[src/rtl/rf_writeback_if.sv]
// Bundle of the ALU/LSU result ports, the issue port and the RF write port
// of the register-file write-back block.
interface rf_writeback_if #(
  parameter int XLEN       = 32,
  parameter int FIFO_DEPTH = 4
);
  localparam int LW = $clog2(FIFO_DEPTH) + 1;

  logic            alu_valid;
  logic [4:0]      alu_rd;
  logic [XLEN-1:0] alu_data;
  logic            lsu_valid;
  logic            lsu_ready;
  logic [4:0]      lsu_rd;
  logic [XLEN-1:0] lsu_data;
  logic            iss_valid;
  logic [4:0]      iss_rd;
  logic            rf_wen;
  logic [4:0]      rf_waddr;
  logic [XLEN-1:0] rf_wdata;
  logic [31:0]     rd_busy;
  logic [LW-1:0]   fifo_level;

  // Pipeline side: produces results and issue info, observes RF writes.
  modport master (
    output alu_valid, alu_rd, alu_data,
    output lsu_valid, lsu_rd, lsu_data,
    output iss_valid, iss_rd,
    input  lsu_ready, rf_wen, rf_waddr, rf_wdata, rd_busy, fifo_level
  );

  // Write-back block side.
  modport slave (
    input  alu_valid, alu_rd, alu_data,
    input  lsu_valid, lsu_rd, lsu_data,
    input  iss_valid, iss_rd,
    output lsu_ready, rf_wen, rf_waddr, rf_wdata, rd_busy, fifo_level
  );
endinterface

[src/rtl/rf_writeback.sv]
// Register-file write-back arbiter: ALU results win the single write port,
// load results that collide are queued in a small FIFO and drain in order.
// A busy scoreboard marks destinations that are issued but not yet written.
module rf_writeback #(
  parameter int XLEN       = 32,
  parameter int FIFO_DEPTH = 4
) (
  input logic          clk,
  input logic          rst,
  rf_writeback_if.slave bus
);
  localparam int AW = $clog2(FIFO_DEPTH);
  localparam logic [AW:0] PTR_ONE = (AW+1)'(1);

  typedef struct packed {
    logic [4:0]      rd;
    logic [XLEN-1:0] data;
  } res_t;

  res_t            fifo_mem_r [FIFO_DEPTH];
  logic [AW:0]     wr_ptr_r;
  logic [AW:0]     rd_ptr_r;
  logic [AW:0]     level_s;
  logic            full_s;
  logic            empty_s;
  logic            lsu_fire_s;
  logic            push_s;
  logic            pop_s;
  logic            sel_valid_s;
  res_t            sel_s;
  res_t            lsu_res_s;
  logic            rf_wen_r;
  logic [4:0]      rf_waddr_r;
  logic [XLEN-1:0] rf_wdata_r;
  logic [31:0]     rd_busy_r;
  logic [31:0]     set_mask_s;
  logic [31:0]     clr_mask_s;
  logic [31:0]     busy_nxt_s;

  // Extra pointer MSB distinguishes full from empty, so level never wraps.
  assign level_s    = wr_ptr_r - rd_ptr_r;
  assign full_s     = (wr_ptr_r[AW] != rd_ptr_r[AW]) &&
                      (wr_ptr_r[AW-1:0] == rd_ptr_r[AW-1:0]);
  assign empty_s    = (wr_ptr_r == rd_ptr_r);
  assign lsu_fire_s = bus.lsu_valid & ~full_s;
  assign lsu_res_s  = '{rd: bus.lsu_rd, data: bus.lsu_data};

  // Fixed-priority selection of the write-port source and FIFO push/pop.
  always_comb begin
    sel_valid_s = 1'b0;
    sel_s       = '0;
    push_s      = 1'b0;
    pop_s       = 1'b0;
    if (bus.alu_valid) begin
      sel_valid_s = 1'b1;
      sel_s       = '{rd: bus.alu_rd, data: bus.alu_data};
      push_s      = lsu_fire_s;
    end else if (!empty_s) begin
      sel_valid_s = 1'b1;
      sel_s       = fifo_mem_r[rd_ptr_r[AW-1:0]];
      pop_s       = 1'b1;
      push_s      = lsu_fire_s;
    end else if (lsu_fire_s) begin
      sel_valid_s = 1'b1;
      sel_s       = lsu_res_s;
    end else begin
      sel_valid_s = 1'b0;
    end
  end

  // Load-result FIFO storage and pointers.
  always_ff @(posedge clk or posedge rst) begin
    if (rst) begin
      wr_ptr_r <= '0;
      rd_ptr_r <= '0;
      for (int i = 0; i < FIFO_DEPTH; i++) begin
        fifo_mem_r[i] <= '0;
      end
    end else begin
      if (push_s) begin
        fifo_mem_r[wr_ptr_r[AW-1:0]] <= lsu_res_s;
        wr_ptr_r <= wr_ptr_r + PTR_ONE;
      end
      if (pop_s) begin
        rd_ptr_r <= rd_ptr_r + PTR_ONE;
      end
    end
  end

  // Registered RF write port; x0 results are consumed without a write.
  always_ff @(posedge clk or posedge rst) begin
    if (rst) begin
      rf_wen_r   <= 1'b0;
      rf_waddr_r <= 5'd0;
      rf_wdata_r <= '0;
    end else if (sel_valid_s && (sel_s.rd != 5'd0)) begin
      rf_wen_r   <= 1'b1;
      rf_waddr_r <= sel_s.rd;
      rf_wdata_r <= sel_s.data;
    end else begin
      rf_wen_r   <= 1'b0;
    end
  end

  // Scoreboard: a write ending this cycle clears, an issue sets (set wins).
  assign set_mask_s = (bus.iss_valid && (bus.iss_rd != 5'd0)) ?
                      (32'd1 << bus.iss_rd) : 32'd0;
  assign clr_mask_s = rf_wen_r ? (32'd1 << rf_waddr_r) : 32'd0;
  assign busy_nxt_s = ((rd_busy_r & ~clr_mask_s) | set_mask_s) & ~32'd1;

  // Busy scoreboard register.
  always_ff @(posedge clk or posedge rst) begin
    if (rst) begin
      rd_busy_r <= 32'd0;
    end else begin
      rd_busy_r <= busy_nxt_s;
    end
  end

  assign bus.lsu_ready  = ~full_s;
  assign bus.rf_wen     = rf_wen_r;
  assign bus.rf_waddr   = rf_waddr_r;
  assign bus.rf_wdata   = rf_wdata_r;
  assign bus.rd_busy    = rd_busy_r;
  assign bus.fifo_level = level_s;
endmodule
[src/flat_wrapper.sv]
// flat-port wrapper written by rule: the top's interface ports become plain ports
module rf_writeback_flat 
#(
  parameter int XLEN       = 32,
  parameter int FIFO_DEPTH = 4
)
  (clk, rst, bus_alu_valid, bus_alu_rd, bus_alu_data, bus_lsu_valid, bus_lsu_rd, bus_lsu_data, bus_iss_valid, bus_iss_rd, bus_lsu_ready, bus_rf_wen, bus_rf_waddr, bus_rf_wdata, bus_rd_busy, bus_fifo_level);
  rf_writeback_if #(.XLEN(XLEN), .FIFO_DEPTH(FIFO_DEPTH)) bus_i ();
  input logic clk;
  input logic rst;
  input wire logic [$bits(bus_i.alu_valid)-1:0] bus_alu_valid;
  input wire logic [$bits(bus_i.alu_rd)-1:0] bus_alu_rd;
  input wire logic [$bits(bus_i.alu_data)-1:0] bus_alu_data;
  input wire logic [$bits(bus_i.lsu_valid)-1:0] bus_lsu_valid;
  input wire logic [$bits(bus_i.lsu_rd)-1:0] bus_lsu_rd;
  input wire logic [$bits(bus_i.lsu_data)-1:0] bus_lsu_data;
  input wire logic [$bits(bus_i.iss_valid)-1:0] bus_iss_valid;
  input wire logic [$bits(bus_i.iss_rd)-1:0] bus_iss_rd;
  output wire logic [$bits(bus_i.lsu_ready)-1:0] bus_lsu_ready;
  output wire logic [$bits(bus_i.rf_wen)-1:0] bus_rf_wen;
  output wire logic [$bits(bus_i.rf_waddr)-1:0] bus_rf_waddr;
  output wire logic [$bits(bus_i.rf_wdata)-1:0] bus_rf_wdata;
  output wire logic [$bits(bus_i.rd_busy)-1:0] bus_rd_busy;
  output wire logic [$bits(bus_i.fifo_level)-1:0] bus_fifo_level;
  assign bus_i.alu_valid = bus_alu_valid;
  assign bus_i.alu_rd = bus_alu_rd;
  assign bus_i.alu_data = bus_alu_data;
  assign bus_i.lsu_valid = bus_lsu_valid;
  assign bus_i.lsu_rd = bus_lsu_rd;
  assign bus_i.lsu_data = bus_lsu_data;
  assign bus_i.iss_valid = bus_iss_valid;
  assign bus_i.iss_rd = bus_iss_rd;
  assign bus_lsu_ready = bus_i.lsu_ready;
  assign bus_rf_wen = bus_i.rf_wen;
  assign bus_rf_waddr = bus_i.rf_waddr;
  assign bus_rf_wdata = bus_i.rf_wdata;
  assign bus_rd_busy = bus_i.rd_busy;
  assign bus_fifo_level = bus_i.fifo_level;
  rf_writeback #(.XLEN(XLEN), .FIFO_DEPTH(FIFO_DEPTH)) u_core (.clk(clk), .rst(rst), .bus(bus_i));
endmodule
[config.mk]
export PLATFORM = sky130hd
export DESIGN_NAME = rf_writeback_flat
export DESIGN_NICKNAME = d
export VERILOG_FILES = /design/src/rtl/rf_writeback_if.sv /design/src/rtl/rf_writeback.sv /design/src/flat_wrapper.sv
export SDC_FILE = /design/constraint.sdc
export NUM_CORES = 1
export LEC_CHECK = 0
export CORE_UTILIZATION = 50
export DETAILED_ROUTE_END_ITERATION = 10
export PLACE_DENSITY_LB_ADDON = 0.25
export RECOVER_POWER = 50
export SYNTH_ARGS = -nofsm -noshare
export SYNTH_HDL_FRONTEND = slang
export SYNTH_SLANG_ARGS = --single-unit
[constraint.sdc]
create_clock -name clk -period 12.7 [get_ports clk]
set_input_delay 1.27 -clock clk [delete_from_list [all_inputs] [get_ports clk]]
set_output_delay 1.27 -clock clk [all_outputs]
set_load 0.05 [all_outputs]
==> summary.md, run 1 <==
| Metric | Value |
|---|---|
| Static leakage | 5.435 nW |
| Fin crit period | 6.384 ns |
| Slowest cell on crit path | dfrtp_1 |
| Clock Tree Root | clkbuf_16 |
| Hold EP | u_core.fifo_mem_r[35]$_DFFE_PP0P_ |
| Vias in the first global route | 7126 |
| Core region area | 0.01959 sq mm |
| CP delay by family, top | buffers and inverters |
| Critical Path Max Stage Delay | 1.79 ns |
| Die W | 143.6 um |
| Total track usage | 24.25% |
| Final ANT Viol Nets | 0 |
| Critical path cell sequence | inv_1 > ha_1 > a31oi_4 > clkbuf_1 > a222oi_1 > nand3_2 > buf_4 > mux2i_1 |
| Hold-fix buffers, CTS | 0 |
| CTS Buffer Depth | 3 |
| Count of state elements after synthesis | 223 |
| Layout cell share with drive strength beyond 1 | 9.335% |
| Critical hold path startpoint | u_core.fifo_mem_r[35]$_DFFE_PP0P_ |
| H-tree lvl count | 1 |
| Vias per cell | 5.948 |
| Failing checks | max-capacitance violations, max-slew violations |
| # fillers | 1499 |
| I/O Buffers | 156 |
| Starting DRT DRC Count | 533 |
| Top_reg_cell synth | dfrtp_1 |
| Final number of hold-violating endpoints | 0 |
| CP Max Fanout | 41 |
| WP data required | 13.11 ns |
| Starting density of the core | 51.20% |
| Post-Syn Nets | 787 |
| Skew-Pair Late Insertion Delay | 0.50 ns |
| Unrepaired setup endpoints after global routing | no |
| Async set-reset flop share out of synthesis | 100.0% |
| Final Max Tran Viols | 221 |
| Via count | 6674 |
| Antenna violations before repair | 0 |
| Slew margin rel. | -300.6% |
| Mapped cell area | 0.01003 sq mm |
| Worst path arrival time | 6.79 ns |
| Peak VDD IR | 0.1634 mV |
| Final Hold Slack | 0.4859 ns |
| CP bufs+invs | 3 |
| Sink Count | 223 |
| Final Wtd Congestion | 0.8141 |
| Fin nets | 934 |
| Avg WL per Cell | 21.32 um |
| Antenna Cells | 0 |
| Clock transition at the registers of the reported paths | 0.06 ns |
| Max-cap viol count | 3 |
| R2R Setup Slk | 6.32 ns |
| Dpl hpwl | 14.87 mm |
| DRT Wirelength | 23.92 mm |
| FF-to-FF Start | u_core.rd_ptr_r[1]$_DFFE_PP0P_ |
| Fmax | 156.6 MHz |
| Grt ovf | 0 |
| Largest net degree at the start of global routing | 138 |
| Total Power | 3.693 mW |
| # setup viols final | 0 |
| CTS tree | yes |
| Final cycle utilization of the critical path | 50.27% |
| Hold Crit Depth | 1 |
| Setup bufs post-CTS | 0 |
| Setup TNS | 0 ns |
| CP endpoint kind | flip-flop |
| Setup Skew | 0.01078 ns |
| Pwr Density | 295.1 mW/mm^2 |
| Most common cell after layout, fill and taps aside | dfrtp_1 |
| Yosys warns | 0 |
| Post-synth EDFFs | 0 |
| Critical path class | reg2reg |
| CTS resizes | 0 |
| FF-to-FF path depth | 8 |
| Min-delay worst type | reg2reg |
| Synthesis-to-layout area growth | 24.78% |
| Die span in y | 143.6 um |
| # IOs | 158 |
| Row count | 51 |
| CTS Buf Count | 24 |
| Drt drc | 0 |
| Sequential area share after synthesis | 55.64% |
| Worst Tran Pin Value | 5.977 ns |
| Reg2reg end | u_core.bus.rf_wdata[29]$_DFFE_PP0P_ |
| Commonest non-fill, non-tap cells in the layout | 222 x dfrtp_1, 148 x mux2_1, 83 x clkdlybuf4s50_1 |
| Count of different cell masters after synthesis | 41 |
| Startpoint types | flip-flop |
| Syn Inst Count | 695 |
| Die Area | 0.02063 sq mm |
| Outcome | complete, but fails checks |
| Pre-antenna DRT Iters | 10 |
| Global-route wire length before repair | 38.30 mm |
| Syn_area_per_cell | 14.43 sq um |
layer usage:
layer / vias up / wire length, um / global-route usage (%)
met5: - / 0 / 0
met4: 0 / 506 / 6.607
met3: 41 / 1716 / 3.399
met2: 294 / 11930 / 41.19
met1: 3441 / 9763 / 32.72
li1: 2898 / - / -
layout make-up:
cell class / count / area [sq um] / area share, %
well taps: 265 / 331.6 / 2.649
flip-flops and latches: 223 / 5582 / 44.60
repair buffers: 162 / 1598 / 12.77
multi-input cells: 392 / 4100 / 32.76
clock buffers: 37 / 710.7 / 5.679
inverters: 39 / 147.6 / 1.180
clock inverters: 4 / 45.04 / 0.3599
sequential cells by signal, summed over array words and instances, names as in the netlist:
register / flops
u_core.fifo_mem_r: 148
u_core.bus.rf_wdata: 32
u_core.bus.rd_busy: 31
u_core.bus.rf_waddr: 5
u_core.rd_ptr_r: 3
u_core.wr_ptr_r: 3
u_core.bus.rf_wen: 1
per-stage QoR:
stage	std cells	worst slack (ns)	area, sq um	utilization [%]
6_report	1122	6.316	12510	63.88
5_1_grt	1122	5.596	12510	63.88
4_1_cts	1122	8.053	12530	63.94
3_5_place_dp	1081	8.036	11770	60.08
3_3_place_gp	1081	8.242	11770	60.08
2_1_floorplan	695	5.324	10030	-
worst max path at each step:
stage	from	end	slack, ns	depth (start not counted)
6_report	u_core.rd_ptr_r[1]$_DFFE_PP0P_	u_core.bus.rf_wdata[29]$_DFFE_PP0P_	6.32	8
5_1_grt	rst	u_core.rd_ptr_r[0]$_DFFE_PP0P_	5.60	3
4_1_cts	u_core.rd_ptr_r[1]$_DFFE_PP0P_	bus_lsu_ready	8.05	5
3_5_place_dp	bus_alu_valid	u_core.bus.rf_wdata[15]$_DFFE_PP0P_	8.04	7
3_3_place_gp	bus_alu_valid	u_core.bus.rf_wdata[22]$_DFFE_PP0P_	8.24	7
2_1_floorplan	rst	u_core.bus.rd_busy[10]$_DFF_PP0_	5.32	1
cell families after synthesis:
| kind of cell | synth area share, % |
|---|---|
| buf+inv | 3.880 |
| other cells | 0.03739 |
| compound gates | 7.398 |
| mux | 28.38 |
| xor+xnor | 0.5988 |
| simple gates | 2.994 |
| flops | 55.64 |
| fa+ha+maj | 1.073 |
where the power goes:
group	switching [mW]	internal, mW	total (mW)	leakage, nW
sequential	0.238	1.08	1.32	2.65
combinational	0.975	0.727	1.70	2.41
clock	0.272	0.403	0.675	0.372
total	1.49	2.21	3.69	5.43
cells in the mapped netlist (2+ instances only):
master | instances | area [sq um]
dfrtp_1 | 223 | 5580
mux2_1 | 148 | 1667
o21ai_1 | 40 | 200.2
inv_1 | 39 | 146.4
a222oi_1 | 33 | 330.3
mux2i_1 | 32 | 320.3
mux4_2 | 30 | 675.7
clkbuf_1 | 24 | 90.09
o21ai_0 | 24 | 120.1
nand2_1 | 16 | 60.06
nand3b_1 | 8 | 60.06
ha_1 | 7 | 87.58
mux4_1 | 7 | 183.9
buf_2 | 5 | 25.02
nor2_1 | 5 | 18.77
a221o_1 | 4 | 40.04
a41o_1 | 4 | 40.04
and2_1 | 4 | 25.02
nand3_1 | 4 | 20.02
xnor2_1 | 4 | 35.03
buf_1 | 3 | 11.26
buf_12 | 3 | 60.06
dlygate4sd1_1 | 3 | 26.28
or2_1 | 3 | 18.77
or3b_1 | 3 | 26.28
buf_6 | 2 | 22.52
nand2b_1 | 2 | 12.51
or3_1 | 2 | 12.51
Power figures use the tool's default switching activity.
==> run 2, diff against run 1 <==
- CORE_UTILIZATION: 50 -> 49
- clock period: 12.7 -> 5.17 ns (I/O delays scaled with it)
==> run 2 against run 1 <==
  * The flow still finishes with violations (max-capacitance violations, max-slew violations)
  * Cell area grew 0.75%
  * Hold slack lost 0.0015 ns
  * Critical endpoint is now u_core.bus.rf_wdata[13]$_DFFE_PP0P_
  * Combinational power grew to 2.5 times the previous value
  * Sequential cell count is the same
  * Critical path depth grew 1
  * Non-clock buffer count grew 4
  * Sequential share of layout area shrank 0.32 points
  * Highest routed layer unchanged
==> summary.md, run 2 (synthesis results as in run 1) <==
| Metric | Value |
|---|---|
| Largest net degree at the start of global routing | 122 |
| Dpl hpwl | 15.41 mm |
| Most common cell after layout, fill and taps aside | dfrtp_1 |
| Starting DRT DRC Count | 421 |
| Final Max Tran Viols | 46 |
| Vias in the first global route | 7346 |
| Fmax | 235.4 MHz |
| Final number of hold-violating endpoints | 0 |
| Startpoint types | flip-flop |
| CTS tree | yes |
| Final ANT Viol Nets | 0 |
| Worst path arrival time | 4.62 ns |
| Global-route wire length before repair | 39.26 mm |
| Outcome | complete, but fails checks |
| Static leakage | 5.447 nW |
| Vias per cell | 5.864 |
| Hold-fix buffers, CTS | 0 |
| Pwr Density | 734.1 mW/mm^2 |
| Worst Tran Pin Value | 2.070 ns |
| CP bufs+invs | 3 |
| Pre-antenna DRT Iters | 7 |
| Failing checks | max-capacitance violations, max-slew violations |
| Sink Count | 223 |
| CP endpoint kind | flip-flop |
| Commonest non-fill, non-tap cells in the layout | 221 x dfrtp_1, 148 x mux2_1, 148 x clkdlybuf4s50_1 |
| CP Max Fanout | 27 |
| Antenna Cells | 0 |
| Clock transition at the registers of the reported paths | 0.06 ns |
| Unrepaired setup endpoints after global routing | no |
| Final cycle utilization of the critical path | 82.16% |
| Die span in y | 145.1 um |
| Drt drc | 0 |
| Final Wtd Congestion | 0.8527 |
| H-tree lvl count | 1 |
| Min-delay worst type | reg2reg |
| Peak VDD IR | 0.3693 mV |
| Skew-Pair Late Insertion Delay | 0.51 ns |
| Setup TNS | 0 ns |
| Avg WL per Cell | 21.16 um |
| Total track usage | 23.39% |
| Via count | 6620 |
| Total Power | 9.256 mW |
| # setup viols final | 0 |
| Starting density of the core | 50.70% |
| # IOs | 158 |
| CP delay by family, top | simple AND/OR/NAND/NOR gates |
| CTS Buffer Depth | 3 |
| Critical path class | reg2reg |
| Final core utilization | 63.74% |
| Pre-CTS WS | 0.9234 ns |
| Synthesis-to-layout area growth | 25.71% |
| Die W | 145.1 um |
| Core region area | 0.01978 sq mm |
| Fin nets | 938 |
| Grt ovf | 0 |
| Most flops, register | u_core.fifo_mem_r |
| DRT Wirelength | 23.89 mm |
| Critical Path Max Stage Delay | 1.02 ns |
| Layout cell share with drive strength beyond 1 | 10.53% |
| Setup Skew | 0.01694 ns |
| Fin crit period | 4.248 ns |
| CTS Buf Count | 24 |
| Clock Tree Root | clkbuf_16 |
| Antenna violations before repair | 0 |
| I/O Buffers | 156 |
| Setup bufs post-CTS | 0 |
| CTS resizes | 0 |
| Max-cap viol count | 1 |
| Worst setup margin | 0.9224 ns |
| Placed Cells | 1085 |
| Row count | 51 |
| WP data required | 5.54 ns |
| Max reg flops | 148 |
| Slew margin rel. | -38.78% |
| Most frequent cell on the critical path | buf_4 |
| Slowest cell on crit path | nand3_2 |
| Critical path cell sequence | inv_1 > ha_1 > nand2_1 > nor4bb_4 > buf_4 > a222oi_1 > nand3_2 > buf_4 > mux2i_1 |
| Die Area | 0.02105 sq mm |
| Fin cells | 1129 |
-- run 2: cell count changes in the layout (fill, tap and decap cells not counted), sizes merged, moves of 2 or more --
cell and change:
buf +4, clkbuf -2, clkinv +2, clkdlybuf4s50 +65, dlygate4sd3 -65
-- run 2: through the flow --
step / area, sq um / hold slack [ns]
2_1_floorplan: 10030 / 0.4555
5_1_grt: 12610 / 0.5014
6_report: 12610 / 0.4844
3_3_place_gp: 11810 / 0.4653
3_5_place_dp: 11810 / 0.4736
4_1_cts: 12610 / 0.4874
-- run 2: area by class of cell --
cell class | count | area (sq um)
Timing Repair Buffer | 166 | 1642
Fill cell | 1466 | 7173
Inverter | 39 | 147.6
Multi-Input combinational cell | 392 | 4100
Clock buffer | 35 | 703.2
Clock inverter | 9 | 101.3
Sequential cell | 223 | 5583
Tap cell | 265 | 331.6
-- run 2: where the power goes --
part | internal (mW) | leakage (nW) | switching [mW] | total (mW)
clock | 1.05 | 0.396 | 0.682 | 1.73
combinational | 1.88 | 2.40 | 2.45 | 4.33
sequential | 2.65 | 2.65 | 0.552 | 3.20
-- run 2: layer usage --
layer	wire length [um]	GRT usage [%]	vias to the layer above
met5	0	0	-
met4	384	5.895	0
met3	1528	4.057	38
met2	12230	41.59	252
met1	9748	29.56	3426
li1	-	-	2904
-- run 2: path summary, 6_finish.rpt --
check	cells after the start	from	slack [ns]	to
hold / removal	1	u_core.fifo_mem_r[69]$_DFFE_PP0P_	0.48	u_core.fifo_mem_r[69]$_DFFE_PP0P_
setup reg to reg	9	u_core.rd_ptr_r[1]$_DFFE_PP0P_	0.92	u_core.bus.rf_wdata[13]$_DFFE_PP0P_
hold reg to reg	1	u_core.fifo_mem_r[69]$_DFFE_PP0P_	0.48	u_core.fifo_mem_r[69]$_DFFE_PP0P_
min in group asynchronous	2	rst	1.00	u_core.bus.rf_wdata[1]$_DFFE_PP0P_
setup / recovery	9	u_core.rd_ptr_r[1]$_DFFE_PP0P_	0.92	u_core.bus.rf_wdata[13]$_DFFE_PP0P_
max in group asynchronous	3	rst	1.98	u_core.fifo_mem_r[56]$_DFFE_PP0P_
